### src/rtl/fpga_cmd_rx_pkg.sv
// Shared constants for the SPI command receiver: command codes, LF major modes
// and the receive FSM state encoding.
package fpga_cmd_pkg;

  typedef enum logic [3:0] {
    CMD_NOP                       = 4'd0,
    CMD_SET_CONFREG               = 4'd1,
    CMD_SET_DIVISOR               = 4'd2,
    CMD_SET_EDGE_DETECT_THRESHOLD = 4'd3,
    CMD_READ                      = 4'd15
  } cmd_e;

  typedef enum logic [2:0] {
    MODE_READER      = 3'd0,
    MODE_EDGE_DETECT = 3'd1,
    MODE_PASSTHRU    = 3'd2,
    MODE_ADC         = 3'd3,
    MODE_OFF         = 3'd7
  } lf_mode_e;

  typedef enum logic [1:0] {
    ST_IDLE   = 2'd0,
    ST_SHIFT  = 2'd1,
    ST_COMMIT = 2'd2
  } rx_state_e;

  // The bit counter must hold FRAME_W+1 so that long frames stay distinguishable.
  function automatic int cnt_width(input int frame_w);
    return $clog2(frame_w + 2);
  endfunction

endpackage

### src/rtl/fpga_cmd_rx_if.sv
// SPI pin bundle between the ARM (master) and the FPGA command receiver (slave).
interface fpga_cmd_rx_if;
  logic spck;
  logic mosi;
  logic ncs;
  logic miso;

  modport master (output spck, output mosi, output ncs, input miso);
  modport slave  (input spck, input mosi, input ncs, output miso);
endinterface

### src/rtl/fpga_cmd_rx_spi_sync_edge.sv
// Multi-flop synchroniser for one asynchronous SPI pin, followed by one extra
// flop so rising and falling edges can be seen as single-cycle pulses.
module spi_sync_edge #(
  parameter int STAGES = 2
) (
  input  logic i_clk,
  input  logic i_nreset,
  input  logic i_d,
  output logic o_level,
  output logic o_rise,
  output logic o_fall
);

  logic [STAGES-1:0] r_sync;
  logic              r_prev;

  // Flops clear to 0 so that a chip select still low after reset never
  // produces a falling edge and a half-received frame is silently dropped.
  always_ff @(posedge i_clk) begin
    if (!i_nreset) begin
      r_sync <= '0;
      r_prev <= 1'b0;
    end else begin
      r_sync <= {r_sync[STAGES-2:0], i_d};
      r_prev <= r_sync[STAGES-1];
    end
  end

  assign o_level = r_sync[STAGES-1];
  assign o_rise  = r_sync[STAGES-1] & ~r_prev;
  assign o_fall  = ~r_sync[STAGES-1] & r_prev;

endmodule

### src/rtl/fpga_cmd_rx.sv
// SPI command receiver on the pck0 domain: captures fixed-length frames, writes
// strobed configuration registers, checks frame length and serves readback.
module fpga_cmd_rx
  import fpga_cmd_pkg::*;
#(
  parameter int CMD_W       = 4,
  parameter int DATA_W      = 12,
  parameter int NUM_REGS    = 3,
  parameter int SYNC_STAGES = 2,
  parameter int AUTO_SRC    = 0,
  parameter int AUTO_LSB    = 6,
  parameter int AUTO_MODE   = int'(MODE_EDGE_DETECT),
  parameter int AUTO_DST    = 2,
  parameter int AUTO_VAL    = 127
) (
  input  logic                       i_pck0,
  input  logic                       i_nreset,
  fpga_cmd_rx_if.slave               spi,
  output logic [NUM_REGS*DATA_W-1:0] o_regs,
  output logic [NUM_REGS-1:0]        o_wr_stb,
  output logic                       o_frame_err
);

  localparam int FRAME_W  = CMD_W + DATA_W;
  localparam int CNT_W    = cnt_width(FRAME_W);
  localparam int READ_CMD = (2 ** CMD_W) - 1;
  localparam logic [CNT_W-1:0] CNT_FULL = CNT_W'(FRAME_W);
  localparam logic [CNT_W-1:0] CNT_SAT  = CNT_W'(FRAME_W + 1);

  logic w_spck_level, w_spck_rise, w_spck_fall;
  logic w_mosi_level, w_mosi_rise, w_mosi_fall;
  logic w_ncs_level,  w_ncs_rise,  w_ncs_fall;
  logic w_unused;

  spi_sync_edge #(.STAGES(SYNC_STAGES)) u_spck_sync (
    .i_clk    (i_pck0),
    .i_nreset (i_nreset),
    .i_d      (spi.spck),
    .o_level  (w_spck_level),
    .o_rise   (w_spck_rise),
    .o_fall   (w_spck_fall)
  );

  spi_sync_edge #(.STAGES(SYNC_STAGES)) u_mosi_sync (
    .i_clk    (i_pck0),
    .i_nreset (i_nreset),
    .i_d      (spi.mosi),
    .o_level  (w_mosi_level),
    .o_rise   (w_mosi_rise),
    .o_fall   (w_mosi_fall)
  );

  spi_sync_edge #(.STAGES(SYNC_STAGES)) u_ncs_sync (
    .i_clk    (i_pck0),
    .i_nreset (i_nreset),
    .i_d      (spi.ncs),
    .o_level  (w_ncs_level),
    .o_rise   (w_ncs_rise),
    .o_fall   (w_ncs_fall)
  );

  assign w_unused = w_spck_level ^ w_mosi_rise ^ w_mosi_fall ^ w_ncs_level;

  rx_state_e           r_state;
  logic [FRAME_W-1:0]  r_shift;
  logic [CNT_W-1:0]    r_bit_cnt;
  logic [FRAME_W-1:0]  r_rd_buf;
  logic [FRAME_W-1:0]  r_rd_sh;
  logic                r_miso;
  logic [DATA_W-1:0]   r_regs [NUM_REGS];
  logic [NUM_REGS-1:0] r_wr_stb;
  logic                r_frame_err;

  logic [CMD_W-1:0]    w_cmd;
  logic [DATA_W-1:0]   w_data;
  logic                w_valid;
  logic                w_is_write;
  logic                w_auto_hit;

  assign w_cmd      = r_shift[FRAME_W-1 -: CMD_W];
  assign w_data     = r_shift[DATA_W-1:0];
  assign w_valid    = (r_bit_cnt == CNT_FULL);
  assign w_is_write = (int'(w_cmd) >= 1) && (int'(w_cmd) <= NUM_REGS);
  assign w_auto_hit = (int'(w_cmd) == AUTO_SRC + 1) &&
                      (w_data[AUTO_LSB +: 3] == 3'(AUTO_MODE));

  // Receive FSM. A spck rise in the same cycle as the ncs rise is shifted in
  // before the move to COMMIT, so the closing bit is never lost.
  always_ff @(posedge i_pck0) begin
    if (!i_nreset) begin
      r_state     <= ST_IDLE;
      r_shift     <= '0;
      r_bit_cnt   <= '0;
      r_rd_buf    <= '0;
      r_rd_sh     <= '0;
      r_miso      <= 1'b0;
      r_wr_stb    <= '0;
      r_frame_err <= 1'b0;
      for (int i = 0; i < NUM_REGS; i++) begin
        r_regs[i] <= '0;
      end
    end else begin
      r_wr_stb    <= '0;
      r_frame_err <= 1'b0;
      case (r_state)
        ST_IDLE: begin
          r_miso <= 1'b0;
          if (w_ncs_fall) begin
            r_shift   <= '0;
            r_bit_cnt <= '0;
            r_miso    <= r_rd_buf[FRAME_W-1];
            r_rd_sh   <= {r_rd_buf[FRAME_W-2:0], 1'b0};
            r_state   <= ST_SHIFT;
          end
        end
        ST_SHIFT: begin
          if (w_spck_rise) begin
            r_shift <= {r_shift[FRAME_W-2:0], w_mosi_level};
            if (r_bit_cnt != CNT_SAT) begin
              r_bit_cnt <= r_bit_cnt + CNT_W'(1);
            end
          end
          if (w_spck_fall) begin
            r_miso  <= r_rd_sh[FRAME_W-1];
            r_rd_sh <= {r_rd_sh[FRAME_W-2:0], 1'b0};
          end
          if (w_ncs_rise) begin
            r_state <= ST_COMMIT;
          end
        end
        ST_COMMIT: begin
          r_miso   <= 1'b0;
          r_rd_buf <= '0;
          r_state  <= ST_IDLE;
          if (!w_valid) begin
            r_frame_err <= 1'b1;
          end else if (w_cmd == '0) begin
            r_rd_buf <= '0;
          end else if (w_is_write) begin
            // Auto-default first so a frame write to the same register overrides it.
            if (w_auto_hit) begin
              r_regs[AUTO_DST]   <= DATA_W'(AUTO_VAL);
              r_wr_stb[AUTO_DST] <= 1'b1;
            end
            for (int i = 0; i < NUM_REGS; i++) begin
              if (int'(w_cmd) == i + 1) begin
                r_regs[i]   <= w_data;
                r_wr_stb[i] <= 1'b1;
              end
            end
          end else if (int'(w_cmd) == READ_CMD) begin
            for (int i = 0; i < NUM_REGS; i++) begin
              if (w_data == DATA_W'(i)) begin
                r_rd_buf <= FRAME_W'(r_regs[i]);
              end
            end
          end else begin
            r_frame_err <= 1'b1;
          end
        end
        default: r_state <= ST_IDLE;
      endcase
    end
  end

  for (genvar g = 0; g < NUM_REGS; g++) begin : g_regs_out
    assign o_regs[g*DATA_W +: DATA_W] = r_regs[g];
  end

  assign o_wr_stb    = r_wr_stb;
  assign o_frame_err = r_frame_err;
  assign spi.miso    = r_miso;

endmodule
### src/flat_wrapper.sv
// flat-port wrapper written by rule: the top's interface ports become plain ports
module fpga_cmd_rx_flat import fpga_cmd_pkg::*;
#(
  parameter int CMD_W       = 4,
  parameter int DATA_W      = 12,
  parameter int NUM_REGS    = 3,
  parameter int SYNC_STAGES = 2,
  parameter int AUTO_SRC    = 0,
  parameter int AUTO_LSB    = 6,
  parameter int AUTO_MODE   = int'(MODE_EDGE_DETECT),
  parameter int AUTO_DST    = 2,
  parameter int AUTO_VAL    = 127
)
  (i_pck0, i_nreset, o_regs, o_wr_stb, o_frame_err, spi_spck, spi_mosi, spi_ncs, spi_miso);
  fpga_cmd_rx_if spi_i ();
  input  logic i_pck0;
  input  logic i_nreset;
  output logic [NUM_REGS*DATA_W-1:0] o_regs;
  output logic [NUM_REGS-1:0] o_wr_stb;
  output logic o_frame_err;
  input wire logic [$bits(spi_i.spck)-1:0] spi_spck;
  input wire logic [$bits(spi_i.mosi)-1:0] spi_mosi;
  input wire logic [$bits(spi_i.ncs)-1:0] spi_ncs;
  output wire logic [$bits(spi_i.miso)-1:0] spi_miso;
  assign spi_i.spck = spi_spck;
  assign spi_i.mosi = spi_mosi;
  assign spi_i.ncs = spi_ncs;
  assign spi_miso = spi_i.miso;
  fpga_cmd_rx #(.CMD_W(CMD_W), .DATA_W(DATA_W), .NUM_REGS(NUM_REGS), .SYNC_STAGES(SYNC_STAGES), .AUTO_SRC(AUTO_SRC), .AUTO_LSB(AUTO_LSB), .AUTO_MODE(AUTO_MODE), .AUTO_DST(AUTO_DST), .AUTO_VAL(AUTO_VAL)) u_core (.i_pck0(i_pck0), .i_nreset(i_nreset), .spi(spi_i), .o_regs(o_regs), .o_wr_stb(o_wr_stb), .o_frame_err(o_frame_err));
endmodule
### config.mk
export PLATFORM = sky130hd
export DESIGN_NAME = fpga_cmd_rx_flat
export DESIGN_NICKNAME = d
export VERILOG_FILES = /design/src/rtl/fpga_cmd_rx_pkg.sv /design/src/rtl/fpga_cmd_rx_if.sv /design/src/rtl/fpga_cmd_rx_spi_sync_edge.sv /design/src/rtl/fpga_cmd_rx.sv /design/src/flat_wrapper.sv
export SDC_FILE = /design/constraint.sdc
export NUM_CORES = 1
export LEC_CHECK = 0
export BUFFER_PORTS_ARGS = -buffer_cell sky130_fd_sc_hd__buf_2
export CAP_MARGIN = 20
export CORE_MARGIN = 2
export CORE_UTILIZATION = 60
export DETAILED_ROUTE_END_ITERATION = 8
export PLACE_DENSITY = 0.81
export RECOVER_POWER = 25
export SYNTH_ARGS = -nofsm -noshare
export SYNTH_HDL_FRONTEND = slang
export SYNTH_SLANG_ARGS = --single-unit
### constraint.sdc
create_clock -name i_pck0 -period 5.1 [get_ports i_pck0]
set_input_delay 0.255 -clock i_pck0 [delete_from_list [all_inputs] [get_ports i_pck0]]
set_output_delay 0.255 -clock i_pck0 [all_outputs]
set_load 0.01 [all_outputs]
; ---- Word-level counts from Yosys, hierarchy flattened
; Memory sizes are Yosys's and may differ from the RTL's.
; Index checks and enable logic that the tools add are counted.
[op_classes]
addsub = 1
order_cmp = 2
eq_ne = 16
mux = 61
n_bitwise = 16
reduce_logical = 14
[ops]
columns = cell, count
row1 = 16-bit two-way mux, 8
row2 = 12-bit two-way mux, 7
row3 = 16-bit case mux with 2 select lines, 2
row4 = 1-bit two-way mux, 36
row5 = 5-bit two-way mux, 3
row6 = 12-bit by 1-bit equality test with 1-bit output (second input constant), 1
row7 = 12-bit by 2-bit equality test with 1-bit output (second input constant), 1
row8 = 12-bit zero test, 1
row9 = 5-bit case mux with 2 select lines, 1
row10 = 4-bit by 3-bit equality test with 1-bit output (second input constant), 2
row11 = 2-bit inequality test (second input constant), 4
row12 = 1-bit NOT, 8
row13 = 2-bit AND reduction, 3
row14 = 3-bit AND reduction, 2
row15 = 5-bit by 1-bit adder with 5-bit output (second input constant), 1
row16 = 5-bit equality test (second input constant), 1
row17 = 5-bit inequality test (second input constant), 1
row18 = 5-bit OR reduction, 1
row19 = 1-bit AND, 4
row20 = 4-bit by 1-bit equality test with 1-bit output (second input constant), 1
row21 = 4-bit by 2-bit equality test with 1-bit output (second input constant), 1
row22 = 4-bit by 1-bit greater-or-equal comparator with 1-bit output (second input constant), 1
row23 = 4-bit by 2-bit <= comparator with 1-bit output (second input constant), 1
row24 = 4-bit zero test, 1
row25 = other kinds (13), 18
[word_totals]
reg_bits = 68
ramBits = 36
output_inout_bits = 41
n_memories = 1
[mem_list]
columns = name, depth, width, read_ports, rd_ports_with_merged_regs, write_ports, line_no
row1 = u_core.r_regs, 3, 12, 3, 0, 3, fpga_cmd_rx.sv:70  ; logic [DATA_W-1:0] r_regs [NUM_REGS];

; ---- Longest topological paths before layout
[depth]
word_depth = 11
mapped_depth = 7
mapped_depth_nobuf = 6

; ---- Hierarchy
; From an unflattened synthesis, not the netlist that was laid out.
[hier_totals]
cells_unflattened = 412
area_unflattened_um2 = 4076.4
[modules_own_cells]
columns = mod, n_inst, cells_per_inst, area_each_um2, seq_area_each_um2
row1 = fpga_cmd_rx, 1, 388, 3802.4, 2182.1
row2 = spi_sync_edge, 3, 8, 91.3, 60.1

; ---- Worst setup path before layout
; OpenSTA, ideal clock, no wires.
[synth_timing]
kind = flip-flop to flip-flop
startpoint = register u_core.r_bit_cnt[0]
endpoint = memory u_core.r_regs[2][0] (netlist: u_core.r_regs[0][24]) (enable)
setup_time_ns = 0.398
arrival_ns = 1.960
required_ns = 4.702
slack_ns = 2.742
path_stages_with_launch = 7
synth_period_minus_slack_ns = 2.358
path_cell_list = dfxtp_1 inv_1 ha_1 nand4bb_1 nor2_1 nand3_1 o21ai_0
[synth_lines]
columns = item, line_no
row1 = start: declaration, fpga_cmd_rx.sv:66  ; logic [CNT_W-1:0] r_bit_cnt;
row2 = start signal: assignment, fpga_cmd_rx.sv:120  ; r_bit_cnt <= r_bit_cnt + CNT_W'(1);
row3 = end: declaration, fpga_cmd_rx.sv:70

==> run metrics <==
Ports=46; vias in the first global route=2899; Row Count=30; final setup violation count=0; Worst-Skew Late Latency=360 ps; via count=just under 3000; Primary FF master, synth=dfxtp_1; internal power=about 1100 uW; DR DRC count=0; Initial DRC Count=166; most numerous cell in the Yosys netlist=dfxtp_1; Layout Nets=419; first-pass GRT wire length=about 14000 um; crit end category=flop; EDFF count, synth=36; hpwl dp=around 5500 um; crit start category=input port; TritonCTS clock tree=yes; Synth area leaders=dfxtp_1, edfxtp_1, mux2i_1; clk buf depth=2; clock power share=between 30% and 40%; # diodes=0; MaxCap Viol Count=1; Congestion Overflow GR=0; wire per inst=16.9 um; RSZ-0062 raised after global routing=false; share of flip-flops with an asynchronous set or reset=0%; Die Ht=approximately 87 um; Synth Cell Area=approximately 4200 um2; hold crit path type=in -> reg; Max transition margin=-21.0%; WHS Path Cells=2; antenna viol nets, final=0; hold slack=93.8 ps; hold worst-path end=u_core.u_ncs_sync.r_sync[0]; cell taking the most area after synthesis=dfxtp_1; R2R Path End=u_core.r_regs[0][24]; part of the power in registers=between 50% and 60%; register-to-register setup slack=2480 ps; initial antenna violation count=0; Root Buffer=clkbuf_8; cts repair resizes=0; GP Congestion=a little over 0.8; die footprint=about 7600 um2; Worst R2R Start=u_core.r_state[1]; Final min period=3370 ps; share of post-route cells with drive strength above 1=9.62%; outcome=finished, violations left; switching part of the total=22.0%; Syn Nets=roughly 380; clk slew on worst S/H paths=90 ps; Post-CTS Setup Bufs=0; Worst Path Arrival=about 3400 ps; Clock Sinks=99; Placed Instances=478; setup TNS=0 ps; reg2reg path depth=4; largest net degree at the start of global routing=50; Die W=87.2 um; sw power=between 300 and 400 uW; Total Wirelength=8370 um; DRT Pass-1 Iters=4; Port Buffers=45; All-Layer GR Usage=23.2%; Crit Path Category=in -> reg; synth unique cells=48; PD cells=~320 nW/um2; failing checks=capacitance limit, slew limit; Leakage=about 0.0017 uW; CTS Buf Count=9; starting density of the core=61.5%; final worst slack=about 1700 ps; fill cell count=525; crit-path max FO=49; Mapped Cells=371; post-synth top area share=30.4%; Setup WS pre-CTS=2200 ps; Pins Over Slew Limit=50; CP Data Required Time=5080 ps; Max VDD drop=0.000252 V; area of the core=6760 um2; Hold-fix buffers, CTS=0; FF+latch count, synth=99; CTS H-tree lvls=3; final count of hold timing violations=0; HP Start=spi_ncs; FMAX=296 MHz; worst-margin pin slew=1810 ps; YS warnings=0; Vias/cell=5.82; sequential area share after synthesis=56.4%; Area Growth Syn to Fin=10.2%; clock skew=15.8 ps; Tcrit/Tclk final=66.1%; Commonest cells post-synth=dfxtp_1, and2_1, edfxtp_1, mux2i_1, nand2_1; Comb power frac=3.9%; final cell count without fillers=496; Avg Cell Area, Syn=11.2 um2
==> state kept, by name, summed over array words and instances (netlist names) <==
name / flops
u_core.u_ncs_sync.r_prev: 1
u_core.u_ncs_sync.r_sync: 2
u_core.r_regs: 36
u_core.r_state: 2
u_core.r_bit_cnt: 5
u_core.o_frame_err: 1
u_core.u_spck_sync.r_sync: 2
u_core.o_wr_stb: 3
u_core.spi.miso: 1
u_core.u_spck_sync.r_prev: 1
u_core.r_rd_buf: 12
u_core.r_shift: 16
u_core.r_rd_sh: 15
u_core.u_mosi_sync.r_sync: 2
==> layer usage <==
| metal | GRT usage [%] | part of all wire [%] | vias to the layer above |
|---|---|---|---|
| met5 | 0 | 0 | - |
| met4 | 7.69 | 1.5 | 0 |
| met3 | 6.16 | 6.1 | 14 |
| met2 | 37.9 | 48 | 97 |
| met1 | 30.3 | 44 | 1387 |
| li1 | - | - | 1391 |
==> cell type report <==
| class | instances | area [um2] | area share [%] |
|---|---|---|---|
| Clock buffer | 10 | 128 | 2.79 |
| Clock inverter | 6 | 93.8 | 2.05 |
| Tap cell | 80 | 100 | 2.19 |
| Timing Repair Buffer | 50 | 223 | 4.86 |
| Multi-Input combinational cell | 235 | 1630 | 35.7 |
| Inverter | 16 | 60.1 | 1.31 |
| Sequential cell | 99 | 2340 | 51.1 |
==> worst max-delay path, cell delays in order <==
cell and delay [ps]:
clkbuf_1 1280, nand3b_1 320, nor2_1 360, nand3_1 220
o21ai_1 910
==> how the worst max path moves through the flow <==
stage | start | endpoint | slack, ps | cells past startpoint
after CTS | u_core.r_state[1] | u_core.r_regs[0][0] | 2490 | 4
after floorplan | u_core.r_bit_cnt[0] | u_core.r_regs[0][24] | 2740 | 6
final | i_nreset | u_core.r_regs[0][24] | 1730 | 5
after global placement | i_nreset | u_core.r_regs[0][5] | 2330 | 5
after global routing | i_nreset | u_core.r_regs[0][24] | 1450 | 5
after detailed placement | i_nreset | u_core.r_regs[0][4] | 2200 | 5
==> power groups by stage <==
stage	logic (uW)	clock network (uW)	registers, uW
2_1_floorplan	34.2	0	863
3_3_place_gp	56.3	0	860
3_5_place_dp	57.8	0	861
4_1_cts	58.3	560	842
5_1_grt	62.4	589	845
6_report	56.9	556	843
==> cell usage in the layout (no fill, tap or decap), types with 2 or more instances in the layout <==
cell type and n:
o21ai_1 11, nor3b_1 3, nand3_1 6, dfxtp_1 63
mux2i_1 29, ha_1 3, and2_1 37, o211a_1 12
a22oi_1 4, a211oi_1 2, nand4_1 3, nand3b_1 2
clkbuf_1 36, o21a_1 7, a21oi_1 2, o221ai_1 12
o21ai_0 15, nand2b_1 2, clkbuf_8 9, nor2_1 11
inv_6 3, nand2_1 25, buf_4 4, nor2b_1 21
and2_0 5, bufinv_16 2, buf_2 10, xnor2_1 2
edfxtp_1 36, inv_1 16
==> through the flow <==
stage                     power (uW)  instance area [um2]  utilization (%)
after floorplan                  897                 4160                -
after global placement           916                 4380             64.9
after detailed placement         918                 4380             64.9
after CTS                       1460                 4610             68.2
after global routing            1500                 4580             67.8
final                           1460                 4580             67.8
==> logic make-up (layout without fill, tap and decap cells) <==
logic type / after synthesis / after routing / synth area share [%]
simple gates: 129 / 129 / 18.3
mux: 30 / 30 / 7.26
flops: 99 / 99 / 56.4
buf+inv: 37 / 82 / 4.37
fa+ha+maj: 4 / 4 / 1.14
compound gates: 70 / 70 / 12.1
xor+xnor: 2 / 2 / 0.422
(Power assumes the default switching activity.)
